`config.mk`:
```
export PLATFORM = sky130hd
export DESIGN_NAME = alu_cmd_driver
export DESIGN_NICKNAME = d
export VERILOG_FILES = /design/src/rtl/alu_cmd_driver.sv
export SDC_FILE = /design/constraint.sdc
export NUM_CORES = 1
export LEC_CHECK = 0
export CORE_MARGIN = 1.5
export CORE_UTILIZATION = 40
export DETAILED_ROUTE_END_ITERATION = 10
export MAX_ROUTING_LAYER = met4
export PLACE_DENSITY = 0.83
export SYNTH_ARGS = -nofsm -noshare
export SYNTH_HDL_FRONTEND = slang
export SYNTH_SLANG_ARGS = --single-unit
```
`constraint.sdc`:
```
create_clock -name clk -period 1.8 [get_ports clk]
set_clock_uncertainty 0.2 [all_clocks]
set_input_delay 0.54 -clock clk [delete_from_list [all_inputs] [get_ports clk]]
set_output_delay 0.54 -clock clk [all_outputs]
set_load 0.02 [all_outputs]
```
`src/rtl/alu_cmd_driver.sv`:
```
// Sequential front end for a combinational N-bit ALU: registers commands into the ALU,
// samples result/flags after a settle window and returns them on a valid/ready response.
module alu_cmd_driver #(
    parameter int N      = 4,
    parameter int SETTLE = 1
) (
    input  logic         clk,
    input  logic         rst,
    input  logic         cmd_valid,
    output logic         cmd_ready,
    input  logic [3:0]   cmd_op,
    input  logic [N-1:0] cmd_a,
    input  logic [N-1:0] cmd_b,
    output logic [3:0]   alu_op,
    output logic [N-1:0] alu_num1,
    output logic [N-1:0] alu_num2,
    input  logic [N-1:0] alu_result,
    input  logic [3:0]   alu_flags,
    output logic         rsp_valid,
    input  logic         rsp_ready,
    output logic [N-1:0] rsp_result,
    output logic [3:0]   rsp_flags,
    output logic         rsp_err,
    output logic [7:0]   rsp_count
);
    typedef enum logic [1:0] {S_IDLE, S_EXEC, S_RESP} state_e;

    localparam logic [3:0] OP_DIV      = 4'd8;
    localparam logic [3:0] OP_MOD      = 4'd9;
    localparam logic [3:0] SETTLE_LAST = 4'(SETTLE - 1);

    state_e       state_q, state_d;
    logic [3:0]   cnt_q, cnt_d;
    logic [3:0]   alu_op_q, alu_op_d;
    logic [N-1:0] alu_num1_q, alu_num1_d;
    logic [N-1:0] alu_num2_q, alu_num2_d;
    logic [N-1:0] rsp_result_q, rsp_result_d;
    logic [3:0]   rsp_flags_q, rsp_flags_d;
    logic         rsp_err_q, rsp_err_d;
    logic [7:0]   count_q, count_d;

    always_comb begin
        // NOTE: every next-state value starts as its current value, so no branch leaves one unassigned (no latch).
        state_d      = state_q;
        cnt_d        = cnt_q;
        alu_op_d     = alu_op_q;
        alu_num1_d   = alu_num1_q;
        alu_num2_d   = alu_num2_q;
        rsp_result_d = rsp_result_q;
        rsp_flags_d  = rsp_flags_q;
        rsp_err_d    = rsp_err_q;
        count_d      = count_q;

        case (state_q)
            S_IDLE: begin
                if (cmd_valid) begin
                    if (cmd_op > OP_MOD) begin
                        // Illegal opcode never reaches the ALU; answer with an error immediately.
                        rsp_result_d = '0;
                        rsp_flags_d  = '0;
                        rsp_err_d    = 1'b1;
                        state_d      = S_RESP;
                    end else begin
                        alu_op_d   = cmd_op;
                        alu_num1_d = cmd_a;
                        alu_num2_d = cmd_b;
                        cnt_d      = '0;
                        state_d    = S_EXEC;
                    end
                end
            end
            S_EXEC: begin
                if (cnt_q == SETTLE_LAST) begin
                    rsp_result_d = alu_result;
                    rsp_flags_d  = alu_flags;
                    rsp_err_d    = ((alu_op_q == OP_DIV) || (alu_op_q == OP_MOD)) && (alu_num2_q == '0);
                    state_d      = S_RESP;
                end else begin
                    cnt_d = cnt_q + 4'd1;
                end
            end
            S_RESP: begin
                if (rsp_ready) begin
                    count_d = count_q + 8'd1;
                    state_d = S_IDLE;
                end
            end
            default: state_d = S_IDLE;
        endcase
    end

    always_ff @(posedge clk) begin
        // NOTE: state registers use non-blocking assignments so all of them update together at the edge.
        if (rst) begin
            state_q      <= S_IDLE;
            cnt_q        <= '0;
            alu_op_q     <= '0;
            alu_num1_q   <= '0;
            alu_num2_q   <= '0;
            rsp_result_q <= '0;
            rsp_flags_q  <= '0;
            rsp_err_q    <= 1'b0;
            count_q      <= '0;
        end else begin
            state_q      <= state_d;
            cnt_q        <= cnt_d;
            alu_op_q     <= alu_op_d;
            alu_num1_q   <= alu_num1_d;
            alu_num2_q   <= alu_num2_d;
            rsp_result_q <= rsp_result_d;
            rsp_flags_q  <= rsp_flags_d;
            rsp_err_q    <= rsp_err_d;
            count_q      <= count_d;
        end
    end

    assign cmd_ready  = (state_q == S_IDLE);
    assign rsp_valid  = (state_q == S_RESP);
    assign alu_op     = alu_op_q;
    assign alu_num1   = alu_num1_q;
    assign alu_num2   = alu_num2_q;
    assign rsp_result = rsp_result_q;
    assign rsp_flags  = rsp_flags_q;
    assign rsp_err    = rsp_err_q;
    assign rsp_count  = count_q;
endmodule

```
==> reports/results.ini <==
[power]
leakage_nw=1.00
power.density_nw_per_um2=747
total_power_mw=1.79
ir_drop_v=0.000510

[global_routing]
grt_usage_pct=22.4
overflow=0
grt_pass1_wl_mm=7.40
antenna_found_initial=0
grt_pass1_vias=1675
grt_max_degree=20

[critical_path]
critPathCapture=state_q[0]
worstPathArrival_ns=1.74
crit_start=cmd_op[2]
crit_fanout=4
worstSetupEndpointType=flip-flop
ff2ff_setup_slack_ns=0.10
cp-start-kind=input pin
cp.required_ns=1.77
r2r_end=rsp_err
crit_type=in2reg
timing.rr.start=cnt_q[0]
reg2regPathDepth=6

[die]
ioPinCount=55
start_util_pct=42.7
die_w_um=66.2
std_cell_rows=22
core_um2=3740
die-area_um2=4380
dieHeight_um=66.2

[clock_tree]
hold_buffers=0
cts-root-buf=clkbuf_8
cts_tree=built
cts_buffers=5
htreeDepth=2
cts.clk_slew.worst_paths_ns=0.07
cts.sinks=35
insertion_delay_ns=0.29
clk_path_buf_depth=2

[timing]
finalSetupViolations=0
fin_crit_ns=1.77
rsz0062_at_grt=no
final_hold_viol_count=0
max_freq_ghz=0.566
worst_pin_slew_ns=0.315
slew_headroom_pct=78.5
fin_hold_ws_ns=0.277
tns_ns=0
report.final.slew_viol_count=0
post-route-period-util_pct=98.2

[place]
port_buffers=54
gp_congestion=0.828
hpwl_mm=3.16

[synth]
ys_seq_area_share_pct=43.9
syn_avg_cell_area_um2=8.88
yosysTopAreaCell=dfxtp_1
synthTopCellsByArea=dfxtp_1 (44%), a21oi_1 (9.1%), nand3_1 (8.1%), o221ai_1 (5.5%), o21ai_0 (4.1%)
synth_edf_count=0
ys.flop_type=dfxtp_1
syn_area_um2=1600
ys_seq_elements=35
synth_cell_types=38
netlist_instances=180
ys_warn_count=0
syn-num-nets=207
synth_top_area_share_pct=43.9
async_flop_share_pct=0

[run_status]
outcome=finished clean

[layout]
diodes=0
area_growth_pct=49.6
utilization_pct=63.9
layout-drive-gt1-share_pct=18.4
nets=282

[min_path]
hp-class=reg2reg

[run]
drv_cap=0

[detailed_routing]
wl_mm=4.51
via_per_inst=5.69
dr.pass1.iters=4
routedWlPerCell_um=14.8
ant_nets=0
num_vias=1730
drt-initial-drc-count=69
drc=0

-- kinds of logic after synthesis --
| kind of cell | after synthesis | share of synthesized area [%] |
|---|---|---|
| adder cells (fa/ha/maj) | 3 | 2.35 |
| XOR/XNOR | 2 | 1.10 |
| buffers and inverters | 20 | 6.34 |
| multiplexers | 1 | 0.626 |
| AO/OA/AOI/OAI | 66 | 25.1 |
| flip-flops | 35 | 43.9 |
| AND/OR/NAND/NOR | 53 | 20.6 |
-- area by class of cell --
type	instances	area [µm²]
inverters	4	15.0
fillers	336	1350
repair buffers	82	703
clock inverters	2	12.5
flip-flops and latches	35	701
well taps	48	60.1
multi-input cells	127	827
clock buffers	6	72.6
-- worst min path at each step --
stage,startpoint,end,slack (ns),cells after the start
global placement,rsp_count[7],rsp_count[7],0.26,2
global route,rsp_flags[2],rsp_flags[2],0.30,2
CTS,alu_num1[3],alu_num1[3],0.28,2
detailed placement,rsp_flags[2],rsp_flags[2],0.27,2
finish,alu_num1[3],alu_num1[3],0.28,2
floorplan,cnt_q[0],cnt_q[0],0.28,2
-- through the flow --
step / instances / cell area, µm² / setup slack, ns
2_1_floorplan: 180 / 1600 / 0.102
3_3_place_gp: 294 / 2320 / -0.364
3_5_place_dp: 294 / 2320 / -0.390
4_1_cts: 304 / 2390 / 0.0164
5_1_grt: 304 / 2390 / 0.00495
6_report: 304 / 2390 / 0.0329
-- registers in the layout (all words and copies together), names as in the netlist --
name and cells:
alu_num1 4, rsp_flags 4, rsp_err 1, alu_op 4
state_q 2, rsp_count 8, rsp_result 4, cnt_q 4
alu_num2 4
-- power by group --
part           total [mW]  switching, mW  internal, mW
sequential          0.833         0.0221         0.811
clock               0.555          0.285         0.270
combinational       0.398          0.214         0.184
-- per-layer routing --
layer / GRT usage, % / vias to the layer above / wire [µm]
met5: - / - / 0
met4: 10.5 / 0 / 86
met3: 3.75 / 10 / 264
met2: 38.5 / 66 / 2360
met1: 25.3 / 823 / 1800
li1: - / 831 / -
-- critical path, cell delays in order --
cell and delay [ns]:
clkdlybuf4s50_1 0.49, o21ai_2 0.26, a21oi_1 0.10, a2111oi_0 0.35
-- cell usage in the layout, fill, tap and decap left out, types with 4 or more instances in the layout --
master and instances:
a21oi_1 29, buf_4 27, clkbuf_8 5, clkdlybuf4s50_1 21, dfxtp_1 35, dlygate4sd2_1 29, inv_1 4, nand3_1 26
nor2_1 4, o21ai_0 11, o21ai_1 5, o221ai_1 10, or3_1 4, or4_1 4
-- synth_stat cells (2+ instances only) --
cell and count:
o21ai_1 4, nand2_1 3, o31ai_1 3, nor2b_1 2
nor2_1 4, buf_2 5, dfxtp_1 35, or4_1 4
inv_1 4, a21oi_1 29, nand3_1 26, or3_1 4
o221ai_1 10, clkbuf_1 7, buf_6 2, a221oi_1 2
o21ai_0 13, ha_1 3
-- what timing repair did --
| item | in CTS | in global routing |
|---|---|---|
| resized for setup | 40 | 9 |
| setup endpoints to repair | 57 | 12 |
| buffers inserted | 0 | 0 |
| cloned | 2 | 0 |
No activity file was read; power rests on OpenSTA's default activity.
